**src/rtl/fetch_unit_pkg.sv**
```systemverilog
`default_nettype none
//==============================================================================
// Module      : fetch_unit_pkg
// Description : Shared defaults and the fetch FSM state type for the
//               instruction fetch unit and its skid buffer.
// Revision    : 1.0 - initial release
//==============================================================================
package fetch_unit_pkg;

   localparam int          PC_W_DEFAULT     = 21;
   localparam int          INSTR_W_DEFAULT  = 32;
   localparam int          PC_STEP_DEFAULT  = 4;
   localparam int unsigned RESET_PC_DEFAULT = 0;

   // S_REQ   : request presented to memory
   // S_WAIT  : one request outstanding, response will be used
   // S_DRAIN : one request outstanding, response is stale and will be dropped
   typedef enum logic [1:0] {
      S_REQ   = 2'd0,
      S_WAIT  = 2'd1,
      S_DRAIN = 2'd2
   } fetch_state_e;

endpackage : fetch_unit_pkg
`default_nettype wire

```
**src/rtl/fetch_skid_buf.sv**
```systemverilog
`default_nettype none
//==============================================================================
// Module      : fetch_skid_buf
// Description : One-entry holding buffer (instruction + PC) that catches a
//               fetch response arriving while decode is stalled.
// Revision    : 1.0 - initial release
//==============================================================================
module fetch_skid_buf
   import fetch_unit_pkg::*;
#(
   parameter int PC_W    = PC_W_DEFAULT,
   parameter int INSTR_W = INSTR_W_DEFAULT
) (
   input  logic               clk,
   input  logic               rst,
   input  logic               clear_i,
   input  logic               fill_i,
   input  logic               drain_i,
   input  logic [INSTR_W-1:0] instr_i,
   input  logic [PC_W-1:0]    pc_i,
   output logic               full_o,
   output logic [INSTR_W-1:0] instr_o,
   output logic [PC_W-1:0]    pc_o
);

   logic               full_q;
   logic [INSTR_W-1:0] instr_q;
   logic [PC_W-1:0]    pc_q;

   // Clear (flush) beats fill; fill and drain never coincide in the fetch unit.
   always_ff @(posedge clk) begin
      if (!rst) begin
         full_q  <= 1'b0;
         instr_q <= '0;
         pc_q    <= '0;
      end else if (clear_i) begin
         full_q  <= 1'b0;
      end else if (fill_i) begin
         full_q  <= 1'b1;
         instr_q <= instr_i;
         pc_q    <= pc_i;
      end else if (drain_i) begin
         full_q  <= 1'b0;
      end
   end

   assign full_o  = full_q;
   assign instr_o = instr_q;
   assign pc_o    = pc_q;

endmodule : fetch_skid_buf
`default_nettype wire

```
**src/rtl/fetch_unit.sv**
```systemverilog
`default_nettype none
//==============================================================================
// Module      : fetch_unit
// Description : Instruction fetch stage with a single outstanding memory
//               request, flush/redirect handling and an IF/ID register
//               backed by a one-entry skid buffer for decode stalls.
// Revision    : 1.0 - initial release
//==============================================================================
module fetch_unit
   import fetch_unit_pkg::*;
#(
   parameter int          PC_W     = PC_W_DEFAULT,
   parameter int          INSTR_W  = INSTR_W_DEFAULT,
   parameter int          PC_STEP  = PC_STEP_DEFAULT,
   parameter int unsigned RESET_PC = RESET_PC_DEFAULT
) (
   input  logic               clk,
   input  logic               rst,
   input  logic               flush,
   input  logic [PC_W-1:0]    redirect_pc,
   input  logic               stall,
   output logic               imem_req,
   output logic [PC_W-1:0]    imem_addr,
   input  logic               imem_gnt,
   input  logic               imem_rvalid,
   input  logic [INSTR_W-1:0] imem_rdata,
   output logic [PC_W-1:0]    next_pc_if,
   output logic               if_id_valid,
   output logic [INSTR_W-1:0] if_id_instr,
   output logic [PC_W-1:0]    if_id_pc
);

   fetch_state_e       state_q, state_d;
   logic [PC_W-1:0]    pc_q, pc_d;          // next address to request
   logic [PC_W-1:0]    req_pc_q, req_pc_d;  // address of the outstanding request
   logic               ifv_q, ifv_d;
   logic [INSTR_W-1:0] ifi_q, ifi_d;
   logic [PC_W-1:0]    ifp_q, ifp_d;

   logic               hs;
   logic               rsp_take;
   logic               skid_full;
   logic               skid_fill;
   logic               skid_drain;
   logic [INSTR_W-1:0] skid_instr;
   logic [PC_W-1:0]    skid_pc;

   // Request only when idle in S_REQ and there is room for the response.
   assign imem_req   = rst && (state_q == S_REQ) && !skid_full;
   assign imem_addr  = pc_q;
   assign next_pc_if = pc_q + PC_W'(PC_STEP);
   assign hs         = imem_req && imem_gnt;
   // A response is usable only in S_WAIT and only if no flush squashes it.
   assign rsp_take   = (state_q == S_WAIT) && imem_rvalid && !flush;

   // Fetch FSM and PC: advance on handshake, redirect on flush.
   always_comb begin
      state_d  = state_q;
      pc_d     = pc_q;
      req_pc_d = req_pc_q;
      case (state_q)
         S_REQ: begin
            if (hs) begin
               state_d  = flush ? S_DRAIN : S_WAIT;
               req_pc_d = pc_q;
               pc_d     = next_pc_if;
            end
         end
         S_WAIT: begin
            if (imem_rvalid)  state_d = S_REQ;
            else if (flush)   state_d = S_DRAIN;
         end
         S_DRAIN: begin
            if (imem_rvalid)  state_d = S_REQ;
         end
         default: state_d = S_REQ;
      endcase
      if (flush) pc_d = redirect_pc;
   end

   // IF/ID update: flush clears, stall holds (overflow to skid), else load or bubble.
   always_comb begin
      ifv_d      = ifv_q;
      ifi_d      = ifi_q;
      ifp_d      = ifp_q;
      skid_fill  = 1'b0;
      skid_drain = 1'b0;
      if (flush) begin
         ifv_d = 1'b0;
      end else if (stall) begin
         if (rsp_take) begin
            if (ifv_q) begin
               skid_fill = 1'b1;
            end else begin
               // IF/ID is empty, so nothing live is disturbed by loading it.
               ifv_d = 1'b1;
               ifi_d = imem_rdata;
               ifp_d = req_pc_q;
            end
         end
      end else if (skid_full) begin
         ifv_d      = 1'b1;
         ifi_d      = skid_instr;
         ifp_d      = skid_pc;
         skid_drain = 1'b1;
      end else if (rsp_take) begin
         ifv_d = 1'b1;
         ifi_d = imem_rdata;
         ifp_d = req_pc_q;
      end else begin
         ifv_d = 1'b0;
      end
   end

   // State, PC and IF/ID registers with synchronous active-low reset.
   always_ff @(posedge clk) begin
      if (!rst) begin
         state_q  <= S_REQ;
         pc_q     <= PC_W'(RESET_PC);
         req_pc_q <= '0;
         ifv_q    <= 1'b0;
         ifi_q    <= '0;
         ifp_q    <= '0;
      end else begin
         state_q  <= state_d;
         pc_q     <= pc_d;
         req_pc_q <= req_pc_d;
         ifv_q    <= ifv_d;
         ifi_q    <= ifi_d;
         ifp_q    <= ifp_d;
      end
   end

   fetch_skid_buf #(
      .PC_W    (PC_W),
      .INSTR_W (INSTR_W)
   ) u_skid (
      .clk     (clk),
      .rst     (rst),
      .clear_i (flush),
      .fill_i  (skid_fill),
      .drain_i (skid_drain),
      .instr_i (imem_rdata),
      .pc_i    (req_pc_q),
      .full_o  (skid_full),
      .instr_o (skid_instr),
      .pc_o    (skid_pc)
   );

   assign if_id_valid = ifv_q;
   assign if_id_instr = ifi_q;
   assign if_id_pc    = ifp_q;

endmodule : fetch_unit
`default_nettype wire

```
**config.mk**
```make
export PLATFORM = sky130hd
export DESIGN_NAME = fetch_unit
export DESIGN_NICKNAME = d
export VERILOG_FILES = /design/src/rtl/fetch_unit_pkg.sv /design/src/rtl/fetch_skid_buf.sv /design/src/rtl/fetch_unit.sv
export SDC_FILE = /design/constraint.sdc
export NUM_CORES = 1
export LEC_CHECK = 0
export CELL_PAD_IN_SITES_DETAIL_PLACEMENT = 1
export CELL_PAD_IN_SITES_GLOBAL_PLACEMENT = 2
export CORE_UTILIZATION = 29
export DETAILED_ROUTE_END_ITERATION = 6
export GPL_ROUTABILITY_DRIVEN = 0
export PLACE_DENSITY_LB_ADDON = 0.1
export SETUP_SLACK_MARGIN = 0.4
export SLEW_MARGIN = 20
export SYNTH_ARGS = -nofsm -noshare
export SYNTH_HDL_FRONTEND = slang
export SYNTH_HIERARCHICAL = 1
export SYNTH_SLANG_ARGS = --single-unit
```
**constraint.sdc**
```tcl
create_clock -name clk -period 2.9 [get_ports clk]
set_clock_uncertainty 0.05 [all_clocks]
set_input_delay 0.58 -clock clk [delete_from_list [all_inputs] [get_ports clk]]
set_output_delay 0.58 -clock clk [all_outputs]
set_load 0.01 [all_outputs]
```
# After elaboration in Yosys (flattened, before gate mapping)
# Cells that the tools add are included.
# op_classes
n_addsub	1
mux	32
n_bitwise	2
n_reduce_logical	18
eq_ne	7
# ops
operator	n
21-bit two-way mux	8
32-bit two-way mux	5
21-bit by 3-bit adder with 21-bit output (second input constant)	1
1-bit two-way mux	13
2-bit two-way mux	5
2-bit nonzero test	4
2-bit inequality test (second input constant)	3
2-bit case mux with 3 select lines	1
2-bit AND reduction	3
1-bit logical AND	5
4-bit AND reduction	1
3-bit inequality test (second input constant)	1
3-bit AND reduction	1
2-bit by 1-bit equality test with 1-bit output (second input constant)	1
2-bit equality test (second input constant)	1
1-bit zero test	2
2-bit zero test	1
2-bit by 1-bit inequality test with 1-bit output (second input constant)	1
1-bit NOT	2
2-bit OR reduction	1
# totals
in_bits	59
word_cells	69
register_bits	152
out_inout_bits	97

# Logic depth before layout (Yosys ltp)
# logic_depth
ltp_word	7
mapped_depth	8

# Hierarchy
# The synthesis kept the hierarchy.
# by_module_without_submodules
mod	cells_each	seq_area_each_um2	instances	area_per_inst_um2
fetch_unit	652	1961.9	1	4865.9
fetch_skid_buf	235	1081.0	1	2239.6

# Worst setup path before layout
# Ideal clock, no wire load.
# synth_timing
path_type	reg-to-output
from	register pc_q[2], in the netlist imem_addr[2]
to	output port next_pc_if[18]
stages_incl_launch_ff	8
path_slack_ps	427
t_arrival_ps	1843
n_path_buf	2
path_cell_list	dfxtp_1 -> ha_1 -> nand3_1 -> clkbuf_1 -> or3_1 -> clkbuf_1 -> nor2_1 -> xor2_1
# synth_via
elab_chain_cells	1
# synth_lines
element	line_no	source
from (decl)	fetch_unit.sv:34	logic [PC_W-1:0] pc_q, pc_d;
from (signal assigned)	fetch_unit.sv:119	pc_q <= PC_W'(RESET_PC);
from (signal assigned)	fetch_unit.sv:126	pc_q <= pc_d;
21-bit by 3-bit adder with 21-bit output	fetch_unit.sv:51	assign next_pc_if = pc_q + PC_W'(PC_STEP);
to (decl)	fetch_unit.sv:27	output logic [PC_W-1:0] next_pc_if,
# No other way between the ends.

# Final worst setup path
# Same ends and word-level chain as after synthesis.

==> results.cfg <==
[floorplanning]
fp.dieH_um = 159
start_util_pct = 29.9
core_sq_um = 23800
io_pins = 156
dieArea_sq_um = 25100
die_w_um = 159
rows = 56

[route]
viasPerCell = 4.91
first_pass_iters = 4
vias = 6638
routed_wl_um = 22900
detail-route-antenna-nets = 0
post_drt_wl_per_cell_um = 16.9
drt-initial-drc-count = 230
route.detailed.drc = 0

[grt]
grt_pass1_wl_um = 36900
track_usage_pct = 18.9
grt_max_degree = 75
grt_pass1_vias = 6851
antenna_found_initial = 0
overflow = 0

[cells_and_area]
area_delta_synth_final_pct = 36.7
n_fill_cell = 2825
layout.nets = 1081
drive_gt1_share_pct = 11.6
fin_util_pct = 40.9
diodes = 0
fin_area_sq_um = 9710

[clock_network]
cts_buffers = 17
clk_path_buf_depth = 2
worstSkewPairLatency_ps = 420
cts_tree = yes
cts_max_level = 4
cts_root_buf = clkbuf_16
clkTransAtPathRegs_ps = 70
hold_buffers = 0
cts.sinks = 152

[worst_setup_path]
cp_slowest_cell = or3_4
cpPeakStageDelay_ps = 410
arrival_ps = 1950
critPathKind = flop to output port
crit_fanout = 5
cp_cell_sequence = ha_4 -> nand3_2 -> or3_4 -> buf_4 -> nor2_2 -> xor2_1 -> buf_2
crit_family = simple AND/OR/NAND/NOR gates
start_kind = flop
worst_ep_required_time_ps = 2270
crit_buf_inv = 2
crit_path_end_kind = output port

[placed_design]
placed_cell_area_sq_um = 8940
hpwl_um = 14600
placement.io_buffers = 155

[power_and_ir_drop]
p_leak_nw = 3.30
powerDensity_nw_per_um2 = 523
power_mw = 5.08
peakVddDrop_mv = 0.339

[timing]
tightest_slew_ps = 780
fin_crit_sh_pct = 89.1
finalHoldViolations = 0
slew_viol_final = 0
setup_tns_ps = 0
relSlewSlack_pct = 48.0
final.min_clock_period_ps = 2580
max_freq_ghz = 0.387
setup_viol = 0
rsz0062_at_grt = true
timing.hold.ws_ps = 409

[logic_synthesis]
synthDistinctLibCells = 40
netlist.area_leader.share_pct = 42.8
syn_inst = 887
synth_area_sq_um = 7110
seq_area_frac_synth_pct = 42.8
synth.ff_latch_count = 152
syn-num-nets = 947
avgSynthCellArea_sq_um = 8.01
yosysWarnings = 6
netlist_top_cells_area = dfxtp_1 (43%), nand2_1 (14%), mux2i_1 (7.7%), a211o_1 (6.5%), a21oi_1 (5.8%)
yosys.area.top_type = dfxtp_1

[run_status]
status = finished, final reports clean

[flow_run]
maxCapViolations = 0

[hold_path]
hp-class = flop to flop
-- per-layer routing --
layer / global-route usage (%) / part of all wire (%) / wire length (um) / vias up
li1: - / - / - / 3283
met1: 23.2 / 46 / 10500 / 3232
met2: 34.4 / 50 / 11600 / 111
met3: 2.91 / 2.8 / 638 / 12
met4: 4.76 / 0.78 / 178 / 0
met5: 0 / 0 / 0 / -
-- area by class of cell --
cell class	count	area, sq um	area share [%]
multi-input combinational	639	3680	37.9
sequential	152	3050	31.4
timing repair buffer	203	1930	19.9
clock buffer	20	457	4.70
tap	319	399	4.11
clock inverter	12	165	1.70
inverter	8	30.0	0.309
-- path summary, 6_finish.rpt --
check	cells past startpoint	end	from	slack (ps)
worst max-delay path	7	next_pc_if[18]	imem_addr[2]$_SDFFE_PN0P_	320
worst min-delay path	2	u_skid/instr_o[8]$_SDFFE_PN0P_	u_skid/instr_o[8]$_SDFFE_PN0P_	410
worst max register to register	4	imem_addr[16]$_SDFFE_PN0P_	state_q[0]$_SDFFE_PN0P_	730
worst min register to register	2	u_skid/instr_o[8]$_SDFFE_PN0P_	u_skid/instr_o[8]$_SDFFE_PN0P_	410
-- synth_stat cells, drive strengths merged --
cell type  number
inv             7
or3             5
o21ai          71
nor2b           3
or4b            1
a31oi           6
a211oi          1
nand3           8
or4             5
xnor2          12
o31ai           4
a211o          53
a311oi          4
mux2i          55
o21a            2
nor4b           1
dfxtp         152
nand2b          3
clkinv          1
xor2           13
nand4           6
ha              1
or2             1
and4            2
nor4            2
o311a           1
nor2           16
nand2         265
nor3           13
a41oi           1
buf            24
a21oi          83
clkbuf         64
o211a           1
-- kinds of logic after synthesis --
| group | count (synthesis) | synth area share, % |
|---|---|---|
| flops | 152 | 42.8 |
| fa+ha+maj | 1 | 0.176 |
| xor+xnor | 25 | 3.08 |
| buf+inv | 96 | 7.25 |
| simple gates | 331 | 19.4 |
| mux | 55 | 7.75 |
| compound gates | 227 | 19.5 |
-- state kept, by name, summed over array words and instances, names as in the netlist --
signal and cells:
if_id_instr 32, u_skid/instr_o 32, if_id_pc 21, imem_addr 21, req_pc_q 21, u_skid/pc_o 21, state_q 2, if_id_valid 1
u_skid/full_o 1
-- repair_timing --
action,CTS,global route
pin swaps,4,4
setup endpoints to repair,16,12
buffers inserted,9,2
resized for setup,55,18
-- stage by stage --
stage / setup WS, ps / cells
after floorplan: 427 / 887
after global placement: 246 / 1310
after detailed placement: 188 / 1310
after CTS: 251 / 1351
after global routing: 244 / 1353
final: 315 / 1353
-- where the power goes --
group	leakage, nW	switching (mW)	internal, mW	total, mW
registers	1.23	0.0421	2.13	2.17
logic	1.77	0.286	0.241	0.527
clock network	0.294	0.962	1.42	2.38
-- worst reg2reg max path, cell delays in order, from the launching register on --
cell and delay (ps):
dfxtp_1 420, or4b_4 570, or4_1 530, o21a_1 220
o311a_1 280
-- placed cells by master, fill, tap and decap left out, types with 3 or more instances in the layout --
cell type / instances
nor2_1: 12
buf_4: 41
a21oi_1: 83
nand3_1: 6
buf_2: 9
inv_1: 5
a311oi_1: 4
nor3_2: 4
buf_12: 5
o21ai_0: 71
nor3_1: 9
bufinv_16: 3
inv_6: 4
dfxtp_2: 7
clkdlybuf4s50_1: 138
o31ai_1: 4
buf_6: 4
dlygate4sd2_1: 6
or4_1: 5
a31oi_1: 6
clkinvlp_4: 3
a211o_1: 53
nand2_1: 265
xnor2_1: 10
nand4_1: 6
clkbuf_16: 17
mux2i_1: 55
xor2_1: 13
dfxtp_1: 145
or3_1: 4
No activity file was read; power rests on OpenSTA's default activity.
